<file path="src/rtl/mem_read_arbiter.sv">
// Round-robin arbiter that merges two address fifos onto one memory read port
// and routes in-order read returns back to the requester that issued them.
module mem_read_arbiter #(
    parameter int ADDR_WIDTH           = 16,
    parameter int MEM_DATA_WIDTH_BYTES = 32,
    parameter int MAX_OUTSTANDING      = 4
) (
    input  logic                              clk,
    input  logic                              reset,
    input  logic [ADDR_WIDTH-1:0]             a_fifo_addr,
    input  logic                              a_fifo_empty,
    output logic                              a_fifo_pop,
    input  logic [ADDR_WIDTH-1:0]             b_fifo_addr,
    input  logic                              b_fifo_empty,
    output logic                              b_fifo_pop,
    output logic                              mem_req,
    output logic [ADDR_WIDTH-1:0]             mem_addr,
    input  logic                              mem_gnt,
    input  logic                              mem_rvalid,
    input  logic [8*MEM_DATA_WIDTH_BYTES-1:0] mem_rdata,
    output logic                              a_valid_data,
    output logic [8*MEM_DATA_WIDTH_BYTES-1:0] a_data,
    output logic                              b_valid_data,
    output logic [8*MEM_DATA_WIDTH_BYTES-1:0] b_data,
    output logic                              busy,
    output logic                              rsp_error
);

    localparam int CNT_WIDTH = $clog2(MAX_OUTSTANDING) + 1;
    localparam int PTR_WIDTH = $clog2(MAX_OUTSTANDING);
    localparam logic [CNT_WIDTH-1:0] MAX_CNT = CNT_WIDTH'(MAX_OUTSTANDING);

    typedef enum logic {
        IDLE = 1'b0,
        REQ  = 1'b1
    } state_t;

    state_t                 state;
    logic [CNT_WIDTH-1:0]   outstanding;
    logic                   prio;
    logic [MAX_OUTSTANDING-1:0] tag_mem;
    logic [PTR_WIDTH-1:0]   tag_wr_ptr;
    logic [PTR_WIDTH-1:0]   tag_rd_ptr;

    logic a_elig;
    logic b_elig;
    logic capture;
    logic winner;
    logic rsp_accept;
    logic rsp_tag;

    // A new request may be captured whenever the port is free or is being
    // granted this cycle, so back-to-back grants sustain one read per cycle.
    always_comb begin
        a_elig     = ~a_fifo_empty;
        b_elig     = ~b_fifo_empty;
        capture    = (outstanding < MAX_CNT) && (a_elig || b_elig) &&
                     ((state == IDLE) || mem_gnt);
        winner     = (a_elig && b_elig) ? prio : b_elig;
        rsp_accept = mem_rvalid && (outstanding != '0);
        rsp_tag    = tag_mem[tag_rd_ptr];
    end

    assign a_fifo_pop = capture & ~winner;
    assign b_fifo_pop = capture & winner;
    assign mem_req    = (state == REQ);
    assign busy       = (state == REQ) || (outstanding != '0);

    always_ff @(posedge clk or posedge reset) begin
        if (reset) begin
            state    <= IDLE;
            mem_addr <= '0;
            prio     <= 1'b0;
        end else if (capture) begin
            state    <= REQ;
            mem_addr <= winner ? b_fifo_addr : a_fifo_addr;
            prio     <= ~winner;
        end else if ((state == REQ) && mem_gnt) begin
            state    <= IDLE;
        end
    end

    // Slots are reserved at capture, not at grant, so the tag queue can never
    // hold more entries than reads that will eventually return.
    always_ff @(posedge clk or posedge reset) begin
        if (reset) begin
            outstanding <= '0;
            tag_mem     <= '0;
            tag_wr_ptr  <= '0;
            tag_rd_ptr  <= '0;
        end else begin
            if (capture) begin
                tag_mem[tag_wr_ptr] <= winner;
                tag_wr_ptr          <= tag_wr_ptr + PTR_WIDTH'(1);
            end
            if (rsp_accept) begin
                tag_rd_ptr <= tag_rd_ptr + PTR_WIDTH'(1);
            end
            case ({capture, rsp_accept})
                2'b10:   outstanding <= outstanding + CNT_WIDTH'(1);
                2'b01:   outstanding <= outstanding - CNT_WIDTH'(1);
                default: outstanding <= outstanding;
            endcase
        end
    end

    always_ff @(posedge clk or posedge reset) begin
        if (reset) begin
            a_valid_data <= 1'b0;
            b_valid_data <= 1'b0;
            a_data       <= '0;
            b_data       <= '0;
            rsp_error    <= 1'b0;
        end else begin
            a_valid_data <= 1'b0;
            b_valid_data <= 1'b0;
            if (rsp_accept) begin
                if (rsp_tag) begin
                    b_valid_data <= 1'b1;
                    b_data       <= mem_rdata;
                end else begin
                    a_valid_data <= 1'b1;
                    a_data       <= mem_rdata;
                end
            end
            if (mem_rvalid && (outstanding == '0)) begin
                rsp_error <= 1'b1;
            end
        end
    end

endmodule

</file>
<file path="config.mk">
export PLATFORM = sky130hd
export DESIGN_NAME = mem_read_arbiter
export DESIGN_NICKNAME = d
export VERILOG_FILES = /design/src/rtl/mem_read_arbiter.sv
export SDC_FILE = /design/constraint.sdc
export NUM_CORES = 1
export LEC_CHECK = 0
export BUFFER_PORTS_ARGS = -buffer_cell sky130_fd_sc_hd__buf_2
export CORE_AREA = 2 2 326 328
export CTS_CLUSTER_DIAMETER = 50
export DETAILED_ROUTE_END_ITERATION = 10
export DIE_AREA = 0 0 328 330
export MAX_ROUTING_LAYER = met4
export PLACE_DENSITY = 0.44
export SYNTH_ARGS = -nofsm -noshare
export SYNTH_HDL_FRONTEND = slang
export SYNTH_SLANG_ARGS = --single-unit
export TNS_END_PERCENT = 50
</file>
<file path="constraint.sdc">
create_clock -name clk -period 55.3 [get_ports clk]
set_clock_uncertainty 0.15 [all_clocks]
set_input_delay 13.825 -clock clk [delete_from_list [all_inputs] [get_ports clk]]
set_output_delay 13.825 -clock clk [all_outputs]
set_load 0.02 [all_outputs]
</file>
Word-level counts from Yosys, hierarchy flattened:

Index checks and enable logic that the tools add are counted.

* bitwise logic cells: 7
* eq/ne operators: 2
* muxes and demuxes: 14
* $mul: 0
* shift-type cells: 0
* $add $sub $neg: 4
* $lt $le $gt $ge: 4
* div/mod/pow operators: 0
* reductions and logical operators: 16

Operator list (count)
* 16-bit 2-to-1 mux: 1
* 1-bit 2-to-1 mux: 9
* 1-bit logical AND: 7
* 2-bit by 3-bit < comparator with 1-bit output, second input constant: 2
* 3-bit one-hot mux with 2 select lines: 1
* 1-bit inverter: 5
* 2-bit by 1-bit adder with 2-bit output, second input constant: 2
* 4-bit bitwise mux: 1
* 2-bit AND reduction: 2
* 2-bit nonzero test: 2
* 3-bit by 1-bit adder with 3-bit output, second input constant: 1
* 3-bit logical NOT: 1
* 1-bit logical OR: 3
* 3-bit < comparator, second input constant: 1
* 3-bit nonzero test: 1
* 3-bit by 1-bit subtractor with 3-bit output, second input constant: 1
* 1-bit AND: 2
* 1-bit binary-select mux with 2-bit select: 1
* 1-bit demux with 2-bit select: 1
* 2-bit by 1-bit == test with 1-bit output, second input constant: 1
* 2-bit == test, second input constant: 1
* 2-bit by 1-bit greater-or-equal comparator with 1-bit output, second input constant: 1

* bits in latches: 0
* bits in read-only memories: 0
* memories kept: 0
* bits of input ports: 294
* output and inout port bits: 535
* word-level logic and storage cells: 59
* bits in registers: 544
* memory bits (writable): 0

Longest topological paths before layout:

Gate-level depths: netlist (run 1).

* depth in word-level cells: 6
* depth in mapped cells: 8
* depth with buffers taken out: 8

Least setup slack after synthesis (run 1):

Ideal clock, no wire load.

* path kind: input -> output
* start point: in b_fifo_empty
* end point: out b_fifo_pop
* setup slack: 26668 ps
* data arrival time: 14657 ps
* stages on the path: 4
* cells stage by stage: o21bai_1 -> buf_2 -> buf_2 -> nor2_1

* word-level cells in the longest chain between the ends: 5
* elaborated cells between the ends (all ways): 7

Ends and longest elaborated chain
* start, declared: RTL line 14 `input logic b_fifo_empty,`
* 1-bit inverter (*): RTL line 56 `b_elig = ~b_fifo_empty;`
* 1-bit logical OR: RTL line 57 `capture = (outstanding < MAX_CNT) && (a_elig || b_elig) &&`
* 1-bit logical AND (2 in series): RTL line 57
* 1-bit AND (*): RTL line 65 `assign b_fifo_pop = capture & winner;`
* end, declared: RTL line 15 `output logic b_fifo_pop,`

Mark *: on every way between the ends. The rest lies on a longest branch, timed or not.

Final worst setup path (run 1):

Ends and elaborated chain as after synthesis.

==> reports/metrics.yaml, run 1 <==
grt_pass1_vias: 14900
async_reset_ff_share_pct: 100
cts_resized: 0
drtIter0Drc: 404
numPortBuffers: 828
cpMostUsedCell: "buf_2"
post_cts_buffers: 0
drv_slew: 0
vias: 13600
numCtsBuffers: 81
clk_pin_slew_ns: 0.06
cts.sinks: 544
cp_slowest_cell: "buf_4"
tns_ns: 0
max-cap-violations: 0
min_path_type: "reg2reg"
mostFrequentLayoutCells: "buf_2 (828), dfrtp_1 (544), mux2_1 (268)"
ys.flop_type: "dfrtp_1"
power.density_mw_per_mm2: 74.0
die_h_um: 330
place_congestion: 0.829
setup_viol: 0
cp.required_ns: 41.33
path_cells: "buf_2 -> a21oi_2 -> buf_4 -> nand2_1 -> nor2_1 -> buf_2"
yosysWarnings: 0
crit_fanout: 38
min_period_ns: 29.12
clockBufferDepth: 3
ctsHoldBuffers: 0
synth_edf_count: 0
start_util_pct: 19.7
area_delta_synth_final_pct: 40.4
timing.final.crit_share_pct: 52.7
die_area_sq_mm: 0.108
synthTopCellsByArea: "dfrtp_1 (66%), mux2_1 (15%), mux2_2 (14%), buf_4 (1.3%), mux2i_1 (0.83%)"
leakage_nw: 13.6
hold_viol: 0
status: "completed"
synth.top_cell.area_share_pct: 66.1
crit_type: "in2out"
drc_errors: 0
cp-end-kind: "primary output"
relSlewSlack_pct: 15.1
grt_pass1_wl_mm: 95.8
clk_latency_ns: 0.62
syn_inst: 1220
final_nets: 2382
cts_root_buf: "clkbuf_16"
fillers: 10800
core_sq_mm: 0.105
drtPass1Iterations: 4
syn_area_sq_mm: 0.0206
grt_start_max_net_pins: 133
antenna_found_initial: 8
final_common_cell: "buf_2"
rsz0062_at_grt: "no"
drive_above_1_share_pct: 57.8
gr-total-overflow: 0
htree_levels: 3
place_hpwl_mm: 48.9
yosysUniqueCellTypes: 27
fmax_ghz: 0.0343
via_per_inst: 3.84
rows: 119
ys_ff_latch: 544
tightest_slew_ns: 1.27
die_w_um: 328
vdd_drop_max_mv: 0.0328
ant_nets: 0
startpoint_type: "primary input"
worst_ep_arrival_time_ns: 15.15
cts_tree: "built"
max_stage_delay_ns: 0.35
wl_per_cell_um: 18.6
synth_nets: 1520
track_usage_pct: 12.0
timing.hold.ws_ns: 0.311
pin_count: 829
wl_mm: 65.8
yosysSeqAreaShare_pct: 66.1
avgSynthCellArea_sq_um: 16.9
yosysTopAreaCell: "dfrtp_1"
==> flip-flops by register name, indices dropped and copies added, names as in the netlist <==
| signal | count |
|---|---|
| b_valid_data | 1 |
| outstanding | 3 |
| tag_wr_ptr | 2 |
| a_valid_data | 1 |
| mem_addr | 16 |
| tag_rd_ptr | 2 |
| b_data | 256 |
| tag_mem | 4 |
| a_data | 256 |
| rsp_error | 1 |
| prio | 1 |
| mem_req | 1 |
==> cell usage after synthesis, drive strengths merged, types with 2 or more instances <==
master,n
nand2b,2
a21oi,17
ha,5
nor2,6
a31oi,16
clkbuf,4
dfrtp,544
xor2,2
mux2,518
nand3,4
buf,62
mux2i,17
xnor2,4
inv,9
nand2,4
==> stage by stage <==
step	utilization (%)	area, sq um	power (W)	setup slack, ns	cells
2_1_floorplan	-	20600	0.00131	26.12	1220
3_3_place_gp	25.0	26200	0.00163	26.16	3390
3_5_place_dp	25.0	26200	0.00165	26.17	3390
4_1_cts	27.6	28900	0.00219	26.17	3538
5_1_grt	27.6	28900	0.00227	26.08	3545
6_report	27.6	28900	0.00214	26.18	3545
==> logic make-up (layout without fill, tap and decap cells) <==
logic type                 after synthesis  count (layout)  synth area share, %
buffers and inverters                   75            1002                 2.60
and+or+nand+nor                         17              17                0.377
adders and majority gates                6               6                0.401
xor gates and xnor gates                 6               6                0.255
DFF                                    544             544                 66.1
muxes                                  536             536                 29.3
other                                    0               7                    0
AOI/OAI and AO/OA                       36              36                 1.03
==> worst max-delay path, delay by kind of cell <==
kind | cells | cell delay, ns
AO/OA/AOI/OAI | 1 | 0.12
buffers and inverters | 3 | 0.66
AND/OR/NAND/NOR | 2 | 0.53
==> power breakdown <==
| part | total, W | internal (W) | switching, W |
|---|---|---|---|
| Clock | 0.000514 | 0.000320 | 0.000194 |
| Combinational | 0.000915 | 0.000361 | 0.000554 |
| Sequential | 0.000712 | 0.000608 | 0.000104 |
| Total | 0.00214 | 0.00129 | 0.000853 |
==> final timing paths <==
| check | from | end | slack (ns) | cells past startpoint |
|---|---|---|---|---|
| setup / recovery | b_fifo_empty | b_fifo_pop | 26.18 | 6 |
| setup reg to reg | tag_rd_ptr[0] | a_data[252] | 51.33 | 5 |
| hold / removal | rsp_error | rsp_error | 0.31 | 1 |
| max in group asynchronous | reset | a_data[120] | 38.18 | 6 |
| hold reg to reg | rsp_error | rsp_error | 0.31 | 1 |
| min in group asynchronous | reset | a_data[220] | 13.12 | 2 |
==> area by class of cell <==
| class | count | area [sq um] | share of cell area (%) |
|---|---|---|---|
| Clock buffer | 105 | 2300 | 7.95 |
| Clock inverter | 43 | 459 | 1.59 |
| Tap cell | 1391 | 1740 | 6.02 |
| Sequential cell | 544 | 13600 | 47.1 |
| Multi-Input combinational cell | 601 | 6470 | 22.4 |
| Inverter | 9 | 43.8 | 0.151 |
| Timing Repair Buffer | 845 | 4280 | 14.8 |
| Antenna cell | 7 | 17.5 | 0.0605 |
==> metal layers <==
layer  GRT usage, %  share of wire (%)  vias to the layer above
li1               -                  -                     6092
met1           12.4                 36                     6923
met2           21.4                 54                      509
met3           4.08                8.0                       98
met4           3.73                1.9                        0
met5              -                  0                        -
No activity file was read; power rests on OpenSTA's default activity.
==> run 2, diff against run 1 <==
--- a/config.mk
+++ b/config.mk
@@ -5,13 +5,14 @@
 export SDC_FILE = /design/constraint.sdc
 export NUM_CORES = 1
 export LEC_CHECK = 0
+export ABC_AREA = 1
 export BUFFER_PORTS_ARGS = -buffer_cell sky130_fd_sc_hd__buf_2
-export CORE_AREA = 2 2 326 328
+export CORE_AREA = 2 2 325 327
 export CTS_CLUSTER_DIAMETER = 50
 export DETAILED_ROUTE_END_ITERATION = 10
-export DIE_AREA = 0 0 328 330
+export DIE_AREA = 0 0 327 329
 export MAX_ROUTING_LAYER = met4
-export PLACE_DENSITY = 0.44
+export PLACE_DENSITY = 0.47
 export SYNTH_ARGS = -nofsm -noshare
 export SYNTH_HDL_FRONTEND = slang
 export SYNTH_SLANG_ARGS = --single-unit
==> constraint.sdc (replaced) <==
create_clock -name clk -period 26 [get_ports clk]
set_clock_uncertainty 0.15 [all_clocks]
set_input_delay 6.5 -clock clk [delete_from_list [all_inputs] [get_ports clk]]
set_output_delay 6.5 -clock clk [all_outputs]
set_load 0.02 [all_outputs]
==> run 2 against run 1 <==
Compared with the run above: synthesized area is 5.7% higher; final area rose by 3.7%; sequential cell count did not move; setup slack got worse by 15 ns; clock-buffer cell count is 1 lower; sequential power increased by 99%; die area shrank 0.61%; final cell count increased by 32%; hold slack about the same.
==> reports/metrics.yaml, run 2 <==
status: "completed"
min_from: "a_data[104]"
p_seq_share_pct: 30.9
crit_type: "in2out"
yosys-top-cells-count: "nand2_1 (1151), dfrtp_1 (544), nand3_1 (520)"
numPortBuffers: 828
timing.hold.ws_ns: 0.311
cp.required_ns: 19.35
reg2reg_depth: 7
start_util_pct: 20.9
synth_edf_count: 0
leakage_nw: 16.9
yosysWarnings: 0
drive_above_1_share_pct: 30.9
fmax_ghz: 0.0688
place_congestion: 0.820
power.density_mw_per_mm2: 153
cp_num_buf_inv: 4
synth.top_cell.area_share_pct: 62.5
die_h_um: 329
core_sq_mm: 0.104
final_nets: 3498
grt_pass1_vias: 19300
mostFrequentLayoutCells: "nand2_1 (1149), buf_2 (828), dfrtp_1 (544)"
p_sw_w: 0.00207
top_regs: "a_data: 256 flops, b_data: 256 flops, mem_addr: 16 flops"
power_w: 0.00459
drtIter0Drc: 1128
final_common_cell: "nand2_1"
die_area_sq_mm: 0.108
vdd_drop_max_mv: 0.152
syn_area_sq_mm: 0.0218
yosysUniqueCellTypes: 23
min_period_ns: 14.53
via_per_inst: 4.17
rows: 119
avgSynthCellArea_sq_um: 8.95
die_w_um: 327
async_reset_ff_share_pct: 100
ctsHoldBuffers: 0
drtPass1Iterations: 5
htree_levels: 3
fillers: 11300
crit_family: "buffers and inverters"
hold_viol: 0
holdPathStages: 2
area_delta_synth_final_pct: 37.8
synthTopCellsByArea: "dfrtp_1 (63%), nand2_1 (20%), nand3_1 (12%), buf_2 (3.1%), buf_4 (0.93%)"
post_cts_buffers: 0
worst_ep_arrival_time_ns: 7.88
path_cells: "buf_2 -> nor2_1 -> nor2_1 -> buf_4 -> clkinv_1 -> nor2_1 -> buf_2"
post-route-util_pct: 28.7
cpMostUsedCell: "nor2_1"
cp-end-kind: "primary output"
place_hpwl_mm: 55.0
timing.final.crit_share_pct: 55.9
drc_errors: 0
cts_root_buf: "clkbuf_16"
clockBufferDepth: 3
crit_fanout: 22
max_stage_delay_ns: 0.46
setup_viol: 0
gr-total-overflow: 0
grt_pass1_wl_mm: 123
grt_start_max_net_pins: 147
antenna_found_initial: 12
max-cap-violations: 0
ant_nets: 0
yosys.cell_count.top_type: "nand2_1"
vias: 19500
min_path_type: "reg2reg"
placed_cells: 4501
r2r_start: "outstanding[0]"
tns_ns: 0
clk_pin_slew_ns: 0.05
yosysSeqAreaShare_pct: 62.5
cts.sinks: 544
pin_count: 829
p_int_w: 0.00251
relSlewSlack_pct: 28.5
startpoint_type: "primary input"
rsz0062_at_grt: "no"
cts_tree: "built"
swShare_pct: 45.2
fin_cells: 4670
clk_latency_ns: 0.62
rrSetupSlack_ns: 22.29
hold_path_end: "a_data[104]"
yosysTopAreaCell: "dfrtp_1"
wl_per_cell_um: 17.5
cts_resized: 0
pwr-share-comb_pct: 42.8
synth_nets: 2733
regToRegEndpoint: "b_data[10]"
ys.flop_type: "dfrtp_1"
syn_inst: 2433
cp_slowest_cell: "clkinv_1"
p_clk_share_pct: 26.3
ys_ff_latch: 544
wl_mm: 81.9
track_usage_pct: 15.1
tightest_slew_ns: 1.07
drv_slew: 0
numCtsBuffers: 86
## run 2: cell types whose count changed in the layout (fill, tap and decap cells not counted), sizes merged, moves of 2 or more
| cell | previous run | this run |
|---|---|---|
| nand2b | 2 | 0 |
| nand2 | 4 | 1152 |
| a31oi | 16 | 0 |
| xnor2 | 4 | 2 |
| buf | 845 | 853 |
| mux2 | 518 | 0 |
| diode | 7 | 12 |
| nor2 | 6 | 9 |
| clkinvlp | 6 | 12 |
| mux2i | 17 | 0 |
| bufinv | 5 | 12 |
| o21ai | 0 | 3 |
| nand3 | 4 | 521 |
| a21oi | 17 | 2 |
## run 2: area by class of cell
cell class / count / area, sq um / share of cell area [%]
Sequential cell: 544 / 13600 / 45.4
Multi-Input combinational cell: 1699 / 7180 / 23.9
Timing Repair Buffer: 853 / 4360 / 14.5
Clock buffer: 104 / 2320 / 7.74
Tap cell: 1391 / 1740 / 5.80
Clock inverter: 53 / 702 / 2.34
Inverter: 14 / 60.1 / 0.200
Antenna cell: 12 / 30.0 / 0.100
## run 2: power by group through the flow
stage	clock, W	combinational, W	sequential (W)
finish	0.00121	0.00196	0.00142
detailed placement	0	0.00200	0.00142
floorplan	0	0.000823	0.00186
global placement	0	0.00199	0.00142
CTS	0.00124	0.00200	0.00142
global route	0.00128	0.00216	0.00146
## run 2: worst reg2reg max path, stage by stage (launching register included)
cell and delay (ns):
dfrtp_1 0.36, inv_1 0.12, a21oi_4 0.29, buf_4 0.67, buf_4 0.64, buf_4 0.83, nand3_1 0.43, nand2_1 0.15
## run 2: cell families after synthesis
family                     Yosys count  synth area share [%]
DFF                                544                  62.5
buffers and inverters              190                  4.65
AOI/OAI and AO/OA                    6                 0.201
adders and majority gates            6                 0.379
and+or+nand+nor                   1683                  32.1
xor gates and xnor gates             4                 0.161
## run 2: worst max-delay path by stage
stage | from | to | slack (ns) | cells past startpoint
floorplan | reset | a_data[0] | 4.14 | 1
global placement | a_fifo_empty | b_fifo_pop | 11.40 | 7
detailed placement | a_fifo_empty | b_fifo_pop | 11.42 | 7
CTS | a_fifo_empty | b_fifo_pop | 11.42 | 7
global route | a_fifo_empty | b_fifo_pop | 11.28 | 7
finish | a_fifo_empty | b_fifo_pop | 11.47 | 7
## run 2: through the flow
step / setup WS, ns / instance area, sq um
2_1_floorplan: 4.14 / 21800
3_3_place_gp: 11.40 / 26900
3_5_place_dp: 11.42 / 26900
4_1_cts: 11.42 / 30000
5_1_grt: 11.28 / 30000
6_report: 11.47 / 30000
## run 2: per-layer routing
metal	track usage, %	part of all wire (%)
met1	18.1	41
met2	24.1	48
met3	4.75	8.0
met4	5.18	2.7
met5	-	0
